<file path="src/rtl/issue_stage_pkg.sv">
// Shared widths, opcode constants and buffer state encoding for the issue stage.
// Widths match the register file that sits downstream.
package issue_stage_pkg;

  localparam int W_OPR = 32;
  localparam int W_RD  = 4;
  localparam int W_OP  = 6;
  localparam int W_CNT = 16;

  localparam logic [W_OP-1:0] OP_ADD = 6'h01;
  localparam logic [W_OP-1:0] OP_SUB = 6'h02;
  localparam logic [W_OP-1:0] OP_AND = 6'h03;
  localparam logic [W_OP-1:0] OP_OR  = 6'h04;
  localparam logic [W_OP-1:0] OP_XOR = 6'h05;
  localparam logic [W_OP-1:0] OP_MOV = 6'h06;

  typedef enum logic {
    BUF_EMPTY = 1'b0,
    BUF_FULL  = 1'b1
  } buf_state_e;

endpackage

</file>
<file path="src/rtl/issue_stage_buf.sv">
// One-entry valid/ready output register feeding execute.
// Data fields only change on load; a drain clears valid alone.
module issue_buf #(
  parameter int W_OPR = issue_stage_pkg::W_OPR,
  parameter int W_RD  = issue_stage_pkg::W_RD,
  parameter int W_OP  = issue_stage_pkg::W_OP
) (
  input  logic             clk,
  input  logic             reset,
  input  logic             load_i,
  input  logic             ready_i,
  input  logic [W_OP-1:0]  op_i,
  input  logic [W_RD-1:0]  rd_i,
  input  logic             we_i,
  input  logic [W_OPR-1:0] opr0_i,
  input  logic [W_OPR-1:0] opr1_i,
  output logic             valid_o,
  output logic             slot_free_o,
  output logic [W_OP-1:0]  op_o,
  output logic [W_RD-1:0]  rd_o,
  output logic             we_o,
  output logic [W_OPR-1:0] opr0_o,
  output logic [W_OPR-1:0] opr1_o
);
  import issue_stage_pkg::*;

  buf_state_e       state_q, state_d;
  logic [W_OP-1:0]  op_q, op_d;
  logic [W_RD-1:0]  rd_q, rd_d;
  logic             we_q, we_d;
  logic [W_OPR-1:0] opr0_q, opr0_d;
  logic [W_OPR-1:0] opr1_q, opr1_d;

  always_ff @(posedge clk or posedge reset) begin
    if (reset) begin
      state_q <= BUF_EMPTY;
      op_q    <= '0;
      rd_q    <= '0;
      we_q    <= 1'b0;
      opr0_q  <= '0;
      opr1_q  <= '0;
    end else begin
      state_q <= state_d;
      op_q    <= op_d;
      rd_q    <= rd_d;
      we_q    <= we_d;
      opr0_q  <= opr0_d;
      opr1_q  <= opr1_d;
    end
  end

  always_comb begin
    state_d = state_q;
    op_d    = op_q;
    rd_d    = rd_q;
    we_d    = we_q;
    opr0_d  = opr0_q;
    opr1_d  = opr1_q;
    unique case (state_q)
      BUF_EMPTY: if (load_i) state_d = BUF_FULL;
      BUF_FULL:  if (ready_i && !load_i) state_d = BUF_EMPTY;
    endcase
    if (load_i) begin
      op_d   = op_i;
      rd_d   = rd_i;
      we_d   = we_i;
      opr0_d = opr0_i;
      opr1_d = opr1_i;
    end
  end

  assign valid_o     = (state_q == BUF_FULL);
  assign slot_free_o = !valid_o || ready_i;
  assign op_o        = op_q;
  assign rd_o        = rd_q;
  assign we_o        = we_q;
  assign opr0_o      = opr0_q;
  assign opr1_o      = opr1_q;

endmodule

</file>
<file path="src/rtl/issue_stage.sv">
// Operand-fetch / issue stage: RF index muxing, reservation check,
// reserve strobe, hazard-stall counter and the output buffer.
module issue_stage #(
  parameter int W_OPR = issue_stage_pkg::W_OPR,
  parameter int W_RD  = issue_stage_pkg::W_RD,
  parameter int W_OP  = issue_stage_pkg::W_OP,
  parameter int W_CNT = issue_stage_pkg::W_CNT
) (
  input  logic             clk,
  input  logic             reset,
  input  logic             dec_valid_i,
  output logic             dec_ready_o,
  input  logic [W_OP-1:0]  dec_op_i,
  input  logic [W_RD-1:0]  dec_rd_i,
  input  logic [W_RD-1:0]  dec_rs_i,
  input  logic             dec_we_i,
  input  logic             dec_use_imm_i,
  input  logic [W_OPR-1:0] dec_imm_i,
  output logic [W_RD-1:0]  rf_r0_o,
  output logic [W_RD-1:0]  rf_r1_o,
  output logic             rf_w_reserve_o,
  input  logic [W_OPR-1:0] rf_opr0_i,
  input  logic [W_OPR-1:0] rf_opr1_i,
  input  logic             rf_reserved_i,
  output logic             ex_valid_o,
  input  logic             ex_ready_i,
  output logic [W_OP-1:0]  ex_op_o,
  output logic [W_RD-1:0]  ex_rd_o,
  output logic             ex_we_o,
  output logic [W_OPR-1:0] ex_opr0_o,
  output logic [W_OPR-1:0] ex_opr1_o,
  output logic [W_CNT-1:0] stall_cnt_o
);
  import issue_stage_pkg::*;

  logic             slot_free;
  logic             fire;
  logic             hazard;
  logic [W_OPR-1:0] opr1;
  logic [W_CNT-1:0] cnt_q, cnt_d;

  // An immediate op aliases r1 onto rd so an unused rs cannot stall.
  assign rf_r0_o = dec_rd_i;
  assign rf_r1_o = dec_use_imm_i ? dec_rd_i : dec_rs_i;

  assign dec_ready_o    = !rf_reserved_i && slot_free;
  assign fire           = dec_valid_i && dec_ready_o;
  assign rf_w_reserve_o = fire && dec_we_i;
  assign opr1           = dec_use_imm_i ? dec_imm_i : rf_opr1_i;

  // Only register hazards count; backpressure stalls do not.
  assign hazard = dec_valid_i && rf_reserved_i && slot_free;

  always_comb begin
    cnt_d = cnt_q;
    if (hazard && !(&cnt_q)) cnt_d = cnt_q + W_CNT'(1);
  end

  always_ff @(posedge clk or posedge reset) begin
    if (reset) cnt_q <= '0;
    else       cnt_q <= cnt_d;
  end

  assign stall_cnt_o = cnt_q;

  issue_buf #(
    .W_OPR(W_OPR),
    .W_RD (W_RD),
    .W_OP (W_OP)
  ) u_buf (
    .clk        (clk),
    .reset      (reset),
    .load_i     (fire),
    .ready_i    (ex_ready_i),
    .op_i       (dec_op_i),
    .rd_i       (dec_rd_i),
    .we_i       (dec_we_i),
    .opr0_i     (rf_opr0_i),
    .opr1_i     (opr1),
    .valid_o    (ex_valid_o),
    .slot_free_o(slot_free),
    .op_o       (ex_op_o),
    .rd_o       (ex_rd_o),
    .we_o       (ex_we_o),
    .opr0_o     (ex_opr0_o),
    .opr1_o     (ex_opr1_o)
  );

endmodule

</file>
<file path="config.mk">
export PLATFORM = sky130hd
export DESIGN_NAME = issue_stage
export DESIGN_NICKNAME = d
export VERILOG_FILES = /design/src/rtl/issue_stage_pkg.sv /design/src/rtl/issue_stage_buf.sv /design/src/rtl/issue_stage.sv
export SDC_FILE = /design/constraint.sdc
export NUM_CORES = 1
export LEC_CHECK = 0
export BUFFER_PORTS_ARGS = -buffer_cell sky130_fd_sc_hd__buf_2
export CORE_MARGIN = 8
export CORE_UTILIZATION = 49
export DETAILED_ROUTE_END_ITERATION = 7
export GPL_ROUTABILITY_DRIVEN = 0
export PLACE_DENSITY = 0.86
export SKIP_LAST_GASP = 1
export SYNTH_ARGS = -nofsm -noshare
export SYNTH_HDL_FRONTEND = slang
export SYNTH_SLANG_ARGS = --single-unit
</file>
<file path="constraint.sdc">
create_clock -name clk -period 9.48 [get_ports clk]
set_input_delay 2.844 -clock clk [delete_from_list [all_inputs] [get_ports clk]]
set_output_delay 2.844 -clock clk [all_outputs]
set_load 0.01 [all_outputs]
</file>
==> impl_metrics.tcl <==
set metrics [dict create \
    fin_nets 614 \
    syn-num-nets 401 \
    outcome "finished clean" \
    dieWidth_um 108.3 \
    cts_buffers 9 \
    min_period_ps 6829 \
    drtIter0Drc 73 \
    grt_overflow 0 \
    wirelength_mm 10.56 \
    die_h_um 108.3 \
    cp.required_ps 6640 \
    relSlewSlack 0.2536 \
    utilization 0.6655 \
    avgSynthCellArea_um2 14.76 \
    rows 33 \
    drc 0 \
    rsz0062_at_grt "no" \
    synth-seq-area-share 0.5512 \
    drive_above_1_share 0.6966 \
    p_per_area_mw_per_mm2 199.9 \
    min_period_over_period 0.7204 \
    critPathMaxFanout 36 \
    clock-sinks 92 \
    peakVddDrop_v 0.0001471 \
    path_class "input port to output port" \
    register_area_mm2 0.002302 \
    initial_core_util 0.5058 \
    io_pins 219 \
    crit_path_end_kind "output port" \
    clk_path_buf_depth 2 \
    cp_common_cell "buf_2" \
    cts_tree "built" \
    grt_antenna_before_repair 0 \
    hold_ws_ps 485.8 \
    avgRoutedWirePerCell_um 17.42 \
    grt_pass1_wl_mm 16.36 \
    grt_pass1_vias 3324 \
    synth-seq-cells 92 \
    dr.pass1.iters 4 \
    synth_warnings 0 \
    fin_ws_ps 2651 \
    final_common_cell "buf_2" \
    nFillCells 648 \
    grt_max_degree 93 \
    cts_resized 0 \
    leakage_nw 2.735 \
    grt_usage 0.1741 \
    cp_num_buf_inv 2 \
    cts_htree_levels 3 \
    ant_nets 0 \
    cts-root-buf "clkbuf_8" \
    port-buffer-count 218 \
    synthCells 283 \
    setup_viol 0 \
    dp_slack_ps 2645 \
    multi_input_area_mm2 0.001724 \
    cpPeakStageDelay_ps 590 \
    cp_cell_sequence "buf_2, mux2_2, buf_2" \
    fin_tns_setup_ps 0 \
    area_delta_synth_final_pct 31.58 \
    worst_clock_skew_ps 8.002 \
    worst_pin_slew_ps 1120 \
    hold_violations 0 \
    floorplan.die_area_mm2 0.01173 \
    slew_violations 0 \
    syn_area_mm2 0.004177 \
    path_clk_slew_ps 90 \
    diodes 0 \
    arrival_ps 3990 \
    hp-class "flop to flop" \
    power_mw 1.098 \
    hpwlAfterDp_mm 8.376 \
    fmax_mhz 146.4 \
    post_drt_via_cell_ratio 5.059 \
    drv_cap 0 \
    cts_setup_buffers 0 \
    coreArea_mm2 0.008258 \
    ys_types 32 \
    start_kind "input port" \
    hold_buffers 0 \
    critPathTopFamily "buffers and inverters" \
    cpMaxStageDelayCell "buf_2" \
    mostFrequentLayoutCells "218 x buf_2, 100 x mux2_2, 92 x dfrtp_1" \
    clk_latency_ps 340 \
    vias 3066 \
]
## cell usage after synthesis
cell      number  area [µm²]
nand2b_1       1       6.260
xor2_1        13       113.9
and2_1         1       6.260
nand2b_4       1       13.76
nor3b_1        2       15.01
nand3_1        3       15.01
or3_4          1       11.26
nor2b_4        1       13.76
nand3_2        2       20.02
nand2_1        8       30.03
mux2_2       100        1126
and4_2         1       10.01
nand4_1        4       25.02
dfrtp_1       92        2302
nor4_4         1       21.27
nor4_2         2       25.02
xnor2_1        1       8.760
inv_1          2       7.510
ha_1           1       12.51
buf_2          4       20.02
nor4b_1        2       17.52
buf_4          5       37.54
nor3_2         1       10.01
nor2_1         3       11.26
a21o_1         1       7.510
clkbuf_1       2       7.510
and3_1         1       6.260
nor4_1         4       25.02
buf_6          7       78.83
nor3_1         3       15.01
nand4_4        1       21.27
mux2_1        12       135.1
## area by class of cell
class | count | share of cell area
multi-input cells | 171 | 0.3138
clock inverters | 7 | 0.01799
well taps | 105 | 0.02391
flip-flops and latches | 92 | 0.4189
clock buffers | 9 | 0.02254
repair buffers | 220 | 0.2013
inverters | 2 | 0.001594
## registers in the layout, indices dropped and copies added, names as in the netlist
| signal | cells |
|---|---|
| u_buf.we_o | 1 |
| u_buf.valid_o | 1 |
| u_buf.opr1_o | 32 |
| u_buf.opr0_o | 32 |
| stall_cnt_o | 16 |
| u_buf.rd_o | 4 |
| u_buf.op_o | 6 |
## report_power, final
group / total [mW] / internal (mW) / leakage (nW) / switching [mW]
sequential: 0.526 / 0.470 / 1.10 / 0.0555
combinational: 0.283 / 0.146 / 1.53 / 0.137
clock: 0.290 / 0.150 / 0.110 / 0.139
total: 1.10 / 0.766 / 2.74 / 0.332
## metrics by stage
stage	cell area, µm²	cells
4_1_cts	5495	606
2_1_floorplan	4177	283
5_1_grt	5495	606
3_3_place_gp	5273	590
3_5_place_dp	5273	590
6_report	5495	606
## path summary, 6_finish.rpt
path,startpoint,end,slack (ps),cells after the start
worst max register to register,u_buf.valid_o,u_buf.opr0_o[19],7430,5
max in group asynchronous,reset,u_buf.op_o[2],5910,3
worst min-delay path,u_buf.we_o,u_buf.we_o,490,1
min in group asynchronous,reset,u_buf.opr0_o[17],2860,3
worst min register to register,u_buf.we_o,u_buf.we_o,490,1
worst max-delay path,dec_use_imm_i,rf_r1_o[1],2650,3
## metal layers
layer / global-route usage / vias to the layer above / share of wire
met3: 0.07496 / 16 / 0.12
met4: 0.05963 / 0 / 0.016
met1: 0.1792 / 1476 / 0.35
li1: - / 1438 / -
met5: 0 / - / 0
met2: 0.3099 / 136 / 0.51
## worst register-to-register path: stages, from the launching register on
cell      delay, ps
dfrtp_1         420
nand2b_4         90
nor2b_4         160
and2_2          150
buf_4           620
mux2_2          500
## logic make-up after synthesis
group                    Yosys count  share of synthesized area
buffers and inverters             20                    0.03625
adder cells (fa/ha/maj)            1                   0.002995
AO/OA/AOI/OAI                      1                   0.001798
AND/OR/NAND/NOR                   43                    0.07639
multiplexers                     112                     0.3020
XOR/XNOR                          14                    0.02936
flip-flops                        92                     0.5512
Power figures use the tool's default switching activity.
